[config.mk]
export PLATFORM = sky130hd
export DESIGN_NAME = usb_rx_decode
export DESIGN_NICKNAME = d
export VERILOG_FILES = /design/src/rtl/usb_rx_pkg.sv /design/src/rtl/usb_rx_decode_sync.sv /design/src/rtl/usb_rx_decode.sv
export SDC_FILE = /design/constraint.sdc
export NUM_CORES = 1
export LEC_CHECK = 0
export ABC_AREA = 1
export CAP_MARGIN = 10
export CORE_MARGIN = 2
export CORE_UTILIZATION = 40
export DETAILED_ROUTE_END_ITERATION = 10
export GPL_ROUTABILITY_DRIVEN = 0
export PLACE_DENSITY_LB_ADDON = 0.2
export REMOVE_ABC_BUFFERS = 1
export SLEW_MARGIN = 20
export SYNTH_ARGS = -nofsm -noshare
export SYNTH_HDL_FRONTEND = slang
export SYNTH_SLANG_ARGS = --single-unit
[constraint.sdc]
create_clock -name clk -period 3.7 [get_ports clk]
set_input_delay 0.555 -clock clk [delete_from_list [all_inputs] [get_ports clk]]
set_output_delay 0.555 -clock clk [all_outputs]
set_load 0.05 [all_outputs]
[src/rtl/usb_rx_pkg.sv]
// Shared types and defaults for the USB receive decoder.
// Latency: n/a (types, constants and one combinational helper).
// Backpressure: n/a.
package usb_rx_pkg;

  localparam int STUFF_LIMIT_DEFAULT  = 6;
  localparam int CLKS_PER_BIT_DEFAULT = 8;

  // Receiver FSM encoding, kept as plain constants for legacy compatibility.
  typedef logic [1:0] rx_state_t;
  localparam rx_state_t IDLE     = 2'd0;
  localparam rx_state_t RECV     = 2'd1;
  localparam rx_state_t EOP_WAIT = 2'd2;

  // Line symbols seen on the synchronized (D+, D-) pair.
  typedef enum logic [1:0] {
    SYM_J   = 2'd0,
    SYM_K   = 2'd1,
    SYM_SE0 = 2'd2
  } line_sym_t;

  // Classify the line; the illegal (1,1) pair is treated as J.
  function automatic line_sym_t to_sym(input logic dp, input logic dm);
    if (!dp && !dm) begin
      return SYM_SE0;
    end else if (!dp && dm) begin
      return SYM_K;
    end else begin
      return SYM_J;
    end
  endfunction

endpackage

[src/rtl/usb_rx_decode_sync.sv]
// Two-flop synchronizer for one raw USB line, with a selectable idle/reset level.
// Latency: 2 clk cycles from input change to sync_o.
// Backpressure: none; samples every cycle, clear_i forces the reset level.
module usb_sync
  import usb_rx_pkg::*;
#(
  parameter logic RST_VAL = 1'b0
) (
  input  logic clk,
  input  logic n_rst,
  input  logic clear_i,
  input  logic async_i,
  output logic sync_o
);

  logic meta_q;
  logic sync_q;

  // Two-stage capture of the asynchronous line.
  always_ff @(posedge clk or negedge n_rst) begin
    if (!n_rst) begin
      meta_q <= RST_VAL;
      sync_q <= RST_VAL;
    end else if (clear_i) begin
      meta_q <= RST_VAL;
      sync_q <= RST_VAL;
    end else begin
      meta_q <= async_i;
      sync_q <= meta_q;
    end
  end

  assign sync_o = sync_q;

endmodule

[src/rtl/usb_rx_decode.sv]
// USB receive decoder: line sync, bit-clock recovery, NRZI decode, destuffing, EOP detect.
// Latency: first bit 2 sync + CLKS_PER_BIT/2 + 1 cycles after the SYNC J->K edge; then one bit per bit time.
// Backpressure: none; outputs are single-cycle strobes. Macro USB_RX_STUFF_CHECK_EN makes a stuffed 1 an error.
module usb_rx_decode
  import usb_rx_pkg::*;
#(
  parameter int CLKS_PER_BIT = CLKS_PER_BIT_DEFAULT,
  parameter int STUFF_LIMIT  = STUFF_LIMIT_DEFAULT
) (
  input  logic clk,
  input  logic n_rst,
  input  logic clear,
  input  logic d_plus,
  input  logic d_minus,
  output logic d_orig,
  output logic bit_valid,
  output logic eop,
  output logic rx_err,
  output logic receiving
);

  localparam int TW = (CLKS_PER_BIT > 2) ? $clog2(CLKS_PER_BIT) : 1;
  localparam int CW = $clog2(STUFF_LIMIT + 1);
  localparam logic [TW-1:0] T_HALF = TW'(CLKS_PER_BIT / 2);
  localparam logic [TW-1:0] T_LAST = TW'(CLKS_PER_BIT - 1);
  localparam logic [CW-1:0] C_LIM  = CW'(STUFF_LIMIT);

  logic      dp_s, dm_s;
  line_sym_t sym;
  logic      edge_det, sample, cur_j, dec_bit;

  rx_state_t       state_q, state_d;
  logic [TW-1:0]   timer_q, timer_d;
  logic [CW-1:0]   ones_q, ones_d;
  logic [1:0]      se0_q, se0_d;
  logic            prev_line_q, prev_line_d;
  logic            dp_prev_q;
  logic            d_orig_q, d_orig_d;
  logic            bit_vld_q, bit_vld_d;
  logic            eop_q, eop_d;
  logic            err_q, err_d;

  // Idle bus is J, so D+ resets high and D- low.
  usb_sync #(.RST_VAL(1'b1)) u_sync_dp (
    .clk(clk), .n_rst(n_rst), .clear_i(clear), .async_i(d_plus), .sync_o(dp_s)
  );
  usb_sync #(.RST_VAL(1'b0)) u_sync_dm (
    .clk(clk), .n_rst(n_rst), .clear_i(clear), .async_i(d_minus), .sync_o(dm_s)
  );

  assign sym      = to_sym(dp_s, dm_s);
  assign cur_j    = (sym == SYM_J);
  // A D+ change into J or K is a bit boundary; changes into SE0 are not used for timing.
  assign edge_det = (dp_s != dp_prev_q) && (sym != SYM_SE0);
  // Resync takes priority over a coincident sample point.
  assign sample   = (state_q != IDLE) && (timer_q == T_HALF) && !edge_det;
  // NRZI: unchanged line is 1, transition is 0.
  assign dec_bit  = (cur_j == prev_line_q);

  // Next-state: bit timer, FSM, NRZI reference, stuff and SE0 counters, output strobes.
  always_comb begin
    state_d     = state_q;
    timer_d     = timer_q;
    ones_d      = ones_q;
    se0_d       = se0_q;
    prev_line_d = prev_line_q;
    d_orig_d    = 1'b0;
    bit_vld_d   = 1'b0;
    eop_d       = 1'b0;
    err_d       = 1'b0;

    if (state_q == IDLE) begin
      timer_d = '0;
    end else if (edge_det) begin
      timer_d = '0;
    end else begin
      timer_d = (timer_q == T_LAST) ? '0 : timer_q + 1'b1;
    end

    case (state_q)
      IDLE: begin
        if (edge_det && (sym == SYM_K)) begin
          state_d = RECV;
        end
      end
      RECV: begin
        if (sample) begin
          if (sym == SYM_SE0) begin
            state_d = EOP_WAIT;
            se0_d   = 2'd1;
          end else begin
            prev_line_d = cur_j;
            if (ones_q == C_LIM) begin
              if (!dec_bit) begin
                ones_d = '0;
              end else begin
`ifdef USB_RX_STUFF_CHECK_EN
                err_d       = 1'b1;
                state_d     = IDLE;
                prev_line_d = 1'b1;
                ones_d      = '0;
                se0_d       = '0;
`else
                ones_d = '0;
`endif
              end
            end else begin
              bit_vld_d = 1'b1;
              d_orig_d  = dec_bit;
              ones_d    = dec_bit ? ones_q + 1'b1 : '0;
            end
          end
        end
      end
      EOP_WAIT: begin
        if (sample) begin
          if (sym == SYM_SE0) begin
            se0_d = (se0_q == 2'd3) ? 2'd3 : se0_q + 2'd1;
          end else begin
            if ((sym == SYM_J) && (se0_q >= 2'd2)) begin
              eop_d = 1'b1;
            end else begin
              err_d = 1'b1;
            end
            state_d     = IDLE;
            prev_line_d = 1'b1;
            ones_d      = '0;
            se0_d       = '0;
          end
        end
      end
      default: begin
        state_d     = IDLE;
        prev_line_d = 1'b1;
        ones_d      = '0;
        se0_d       = '0;
      end
    endcase
  end

  // State and registered outputs; clear behaves exactly like reset.
  always_ff @(posedge clk or negedge n_rst) begin
    if (!n_rst) begin
      state_q     <= IDLE;
      timer_q     <= '0;
      ones_q      <= '0;
      se0_q       <= '0;
      prev_line_q <= 1'b1;
      dp_prev_q   <= 1'b1;
      d_orig_q    <= 1'b0;
      bit_vld_q   <= 1'b0;
      eop_q       <= 1'b0;
      err_q       <= 1'b0;
    end else if (clear) begin
      state_q     <= IDLE;
      timer_q     <= '0;
      ones_q      <= '0;
      se0_q       <= '0;
      prev_line_q <= 1'b1;
      dp_prev_q   <= 1'b1;
      d_orig_q    <= 1'b0;
      bit_vld_q   <= 1'b0;
      eop_q       <= 1'b0;
      err_q       <= 1'b0;
    end else begin
      state_q     <= state_d;
      timer_q     <= timer_d;
      ones_q      <= ones_d;
      se0_q       <= se0_d;
      prev_line_q <= prev_line_d;
      dp_prev_q   <= dp_s;
      d_orig_q    <= d_orig_d;
      bit_vld_q   <= bit_vld_d;
      eop_q       <= eop_d;
      err_q       <= err_d;
    end
  end

  assign d_orig    = d_orig_q;
  assign bit_valid = bit_vld_q;
  assign eop       = eop_q;
  assign rx_err    = err_q;
  assign receiving = (state_q != IDLE);

endmodule

; Word-level counts from Yosys, hierarchy flattened
; Index checks and enable logic that the tools add are counted.
[totals]
elab_cells = 111
output_inout_bits = 5
register_bits = 20
input_bits = 5
[classes]
magnitude_cmp = 1
reduce_logical = 16
n_eq_ne = 18
n_addsub = 3
n_mux = 59
[ops]
columns = cell, count
row1 = 3-bit two-way mux, 11
row2 = 1-bit two-way mux, 31
row3 = 2-bit two-way mux, 13
row4 = "3-bit inequality test, second input constant", 5
row5 = 2-bit case mux with 3 select lines, 2
row6 = 5-bit AND reduction, 2
row7 = "3-bit equality test, second input constant", 3
row8 = 3-bit case mux with 3 select lines, 1
row9 = 1-bit logical AND, 7
row10 = "3-bit by 1-bit adder with 3-bit output, second input constant", 2
row11 = "2-bit equality test, second input constant", 3
row12 = "2-bit by 1-bit equality test with 1-bit output, second input constant", 2
row13 = 2-bit logical NOT, 2
row14 = "2-bit inequality test, second input constant", 2
row15 = 4-bit AND reduction, 1
row16 = 1-bit logical NOT, 3
row17 = "3-bit by 2-bit inequality test with 1-bit output, second input constant", 1
row18 = 1-bit case mux with 3 select lines, 1
row19 = "2-bit by 1-bit adder with 2-bit output, second input constant", 1
row20 = "2-bit greater-or-equal comparator, second input constant", 1
row21 = 2-bit nonzero test, 1
row22 = 1-bit equality test, 1
row23 = 1-bit inequality test, 1

; Depth between registers and ports, before layout
[logic_depth]
word_depth = 12
depth_mapped = 11
mapped_depth_nobuf = 11

; Hierarchy
; Synthesis repeated with hierarchy kept, for this count alone.
[hier_totals]
cells_unflattened = 129
hier_area_um2 = 1081.0
[by_module_without_submodules]
columns = mod, instances, seq_area_each_um2, cells_per_inst, area_per_inst_um2
row1 = usb_rx_decode, 1, 402.9, 116, 944.7
row2 = usb_sync at u_sync_dp, 1, 52.6, 7, 71.3
row3 = usb_sync at u_sync_dm, 1, 50.0, 6, 65.1

; Worst setup path before layout
; No wires, ideal clock.
[synth_path]
kind = flip-flop to flip-flop
start = register state_q[0]
end = register ones_q[0]
slack_ns = 2.020
n_path_buf = 0
setup_time_ns = 0.117
stages_incl_launch_ff = 11
arrival_ns = 1.564
path_cell_list = dfrtp_1 -> inv_1 -> ha_1 -> inv_1 -> nor2_1 -> inv_1 -> o21ai_2 -> a21oi_4 -> nand2_2 -> nand2_1 -> nand2_1
[synth_between]
elab_chain_len = 5
[synth_lines]
columns = item, line
row1 = from (decl), usb_rx_decode.sv:32  ; rx_state_t state_q, state_d;
row2 = from (signal assigned), usb_rx_decode.sv:166  ; state_q <= state_d;
row3 = 2-bit nonzero test (*), --
row4 = net receiving, usb_rx_decode.sv:19  ; output logic receiving
row5 = 1-bit logical AND (*) (2 in series), usb_rx_decode.sv:56  ; assign sample = (state_q != IDLE) && (timer_q == T_HALF) && !edge_det;
row6 = 3-bit inequality test (no line), --
row7 = 5-bit AND reduction (no line) (*), --
row8 = to (signal assigned), usb_rx_decode.sv:168  ; ones_q <= ones_d;
row9 = to (decl), usb_rx_decode.sv:34  ; logic [CW-1:0] ones_q, ones_d;
; Mark *: on every way through the listed nets, which the timed path passes. The rest lies on a longest branch.
; A chain may end at the register's enable or synchronous reset.

; Final worst setup path
[layout_path]
start = register state_q[0]
end = output receiving
[layout_between]
elab_chain_len = 1
[layout_lines]
columns = item, line
row1 = 2-bit nonzero test, usb_rx_decode.sv:183  ; assign receiving = (state_q != IDLE);
row2 = to (decl), usb_rx_decode.sv:19
; Every way passes these cells.

==> results.yml <==
outcome:
  status: "finished, final reports clean"
synth:
  synth_cells: 126
  synth-adder-area-share: 0.09060
  synth_compound_area_frac: 0.05323
  synthMuxAreaShare: 0
  ys_seq_area_frac: 0.4575
  synth_xor_area_frac: 0.01586
  synth_top_family_by_area: "simple AND/OR/NAND/NOR gates"
  synth_cell_type_count: 22
  syn-mean-instance-area_um2: 8.768
  yosys_warnings: 0
  yosys.area_share.simple: 0.3114
  syn_area_um2: 1105
  synth-seq-cells: 20
setup_path:
  worstPathMaxFanout: 3
  worstSetupEndpointType: "primary output"
  cp-start-kind: "flop"
  criticalPathCategory: "reg2out"
  crit_required_ps: 3140
  critical_path_arrival_ps: 1900
cts:
  cts-root-buf: "clkbuf_4"
  clkLatencyLatePin_ps: 300
  htree_levels: 1
  cts_setup_buffers: 0
  cts_num_sinks: 20
  cts_resized: 0
  path_clk_slew_ps: 110
  cts_inserted_buffers: 3
  cts_buffer_depth: 2
  cts_tree: "built"
  hold_buffers: 0
power_and_ir_drop:
  power_density_nw_per_um2: 536.7
  peakVddDrop_uv: 287.5
  leakage_uw: 0.0006001
  total_power_uw: 681.5
floorplan:
  io_pins: 10
  die_area_um2: 3198
  die_w_um: 56.56
  fp.dieH_um: 56.56
  num_rows: 19
  start_util: 0.4113
  core-area_um2: 2686
sta:
  relSlewSlack: 0.4267
  worst_pin_slew_ps: 857.2
  clock_skew_ps: 1.851
  rsz0062_at_grt: "no"
  fmax_mhz: 407.3
  setup_viol: 0
  min_period_ps: 2455
  holdWs_ps: 474.2
  fin_crit_sh: 0.6636
  finalSetupTns_ps: 0
  drv_slew: 0
  hold_viol_final: 0
finish:
  final_common_cell: "nand2_1"
  syn2layout_area_growth_pct: 14.95
  layout.cells.most_common_list: "31 x nand2_1, 17 x inv_1, 16 x dfrtp_1"
  antenna_cells: 0
  final_nets: 153
  drive_above_1_share: 0.1655
routing:
  vias: 827
  wl_um: 1944
  avgRoutedWirePerCell_um: 11.44
  final_antenna_net_count: 0
  viasPerCell: 4.865
  drt_iter0_drc: 20
  dr.pass1.iters: 4
  drc_errors: 0
placed_design:
  dp_hpwl_um: 1510
  io_buffer_count: 9
grt:
  grt-ovfl-total: 0
  grt_start_max_net_pins: 21
  grt_pass1_wl_um: 3629
  grt_pass1_vias: 834
  antenna_found_initial: 0
  grt_usage: 0.1484
min_path:
  worstHoldPathType: "reg2reg"
run:
  drv_cap: 0
synthesized netlist by cell type (all sizes together):
cell type,count,share of area
a211oi,1,0.0068
a21oi,1,0.015
dfrtp,16,0.36
dfstp,4,0.095
ha,8,0.091
inv,21,0.071
nand2,33,0.12
nand3,13,0.082
nand4,3,0.017
nor2,10,0.048
nor3,7,0.032
nor4,1,0.0057
o21ai,4,0.032
or2,2,0.011
xnor2,1,0.0079
xor2,1,0.0079
worst paths after layout:
check | startpoint | to | slack [ps] | cells after the start
max reg2reg | state_q[1] | state_q[0] | 2150 | 11
max | state_q[0] | receiving | 1240 | 4
max in group asynchronous | n_rst | d_orig | 2450 | 1
min reg2reg | timer_q[0] | timer_q[0] | 470 | 1
min | timer_q[0] | timer_q[0] | 470 | 1
min in group asynchronous | n_rst | state_q[0] | 730 | 1
state kept, by name, summed over array words and instances, names as in the netlist:
signal and flops:
dp_prev_q 1, timer_q 3, bit_valid 1, d_orig 1, u_sync_dp.meta_q 1, state_q 2
u_sync_dm.meta_q 1, u_sync_dp.sync_o 1, ones_q 3, eop 1, rx_err 1, prev_line_q 1
u_sync_dm.sync_o 1, se0_q 2
metrics by stage:
step	util	setup slack, ps	area [µm²]	std cells
6_report	0.4728	1245	1270	170
5_1_grt	0.4728	1163	1270	170
4_1_cts	0.4728	1236	1270	170
3_5_place_dp	0.4592	1587	1234	166
3_3_place_gp	0.4592	1610	1234	166
2_1_floorplan	-	2020	1105	126
layer usage:
layer  part of all wire  GRT usage
met3              0.023    0.02074
met5                  0          0
met4              0.022    0.08163
met1               0.48     0.1938
met2               0.48     0.2359
power by group:
| part | switching, µW | leakage (µW) | internal [µW] | total [µW] |
|---|---|---|---|---|
| clock | 67.9 | 0.0000210 | 60.1 | 128 |
| combinational | 184 | 0.000318 | 93.1 | 278 |
| sequential | 23.2 | 0.000261 | 253 | 276 |
| total | 276 | 0.000600 | 406 | 682 |
worst max-delay path, stage by stage, from the launching register on:
cell and delay (ps):
dfrtp_1 390, inv_1 70, ha_1 230, inv_1 100, clkdlybuf4s50_1 800
final cells by class:
cell class / instances / area, µm²
multi-input combinational: 85 / 520.5
inverter: 21 / 78.83
timing repair buffer: 9 / 90.09
tap: 31 / 38.79
clock buffer: 4 / 36.28
sequential: 20 / 505.5
fill: 268 / 1416
cells by family after synthesis:
family                   count (synthesis)
AND/OR/NAND/NOR                         69
flip-flops                              20
AO/OA/AOI/OAI                            6
XOR/XNOR                                 2
adder cells (fa/ha/maj)                  8
buffers and inverters                   21
No activity file was read; power rests on OpenSTA's default activity.
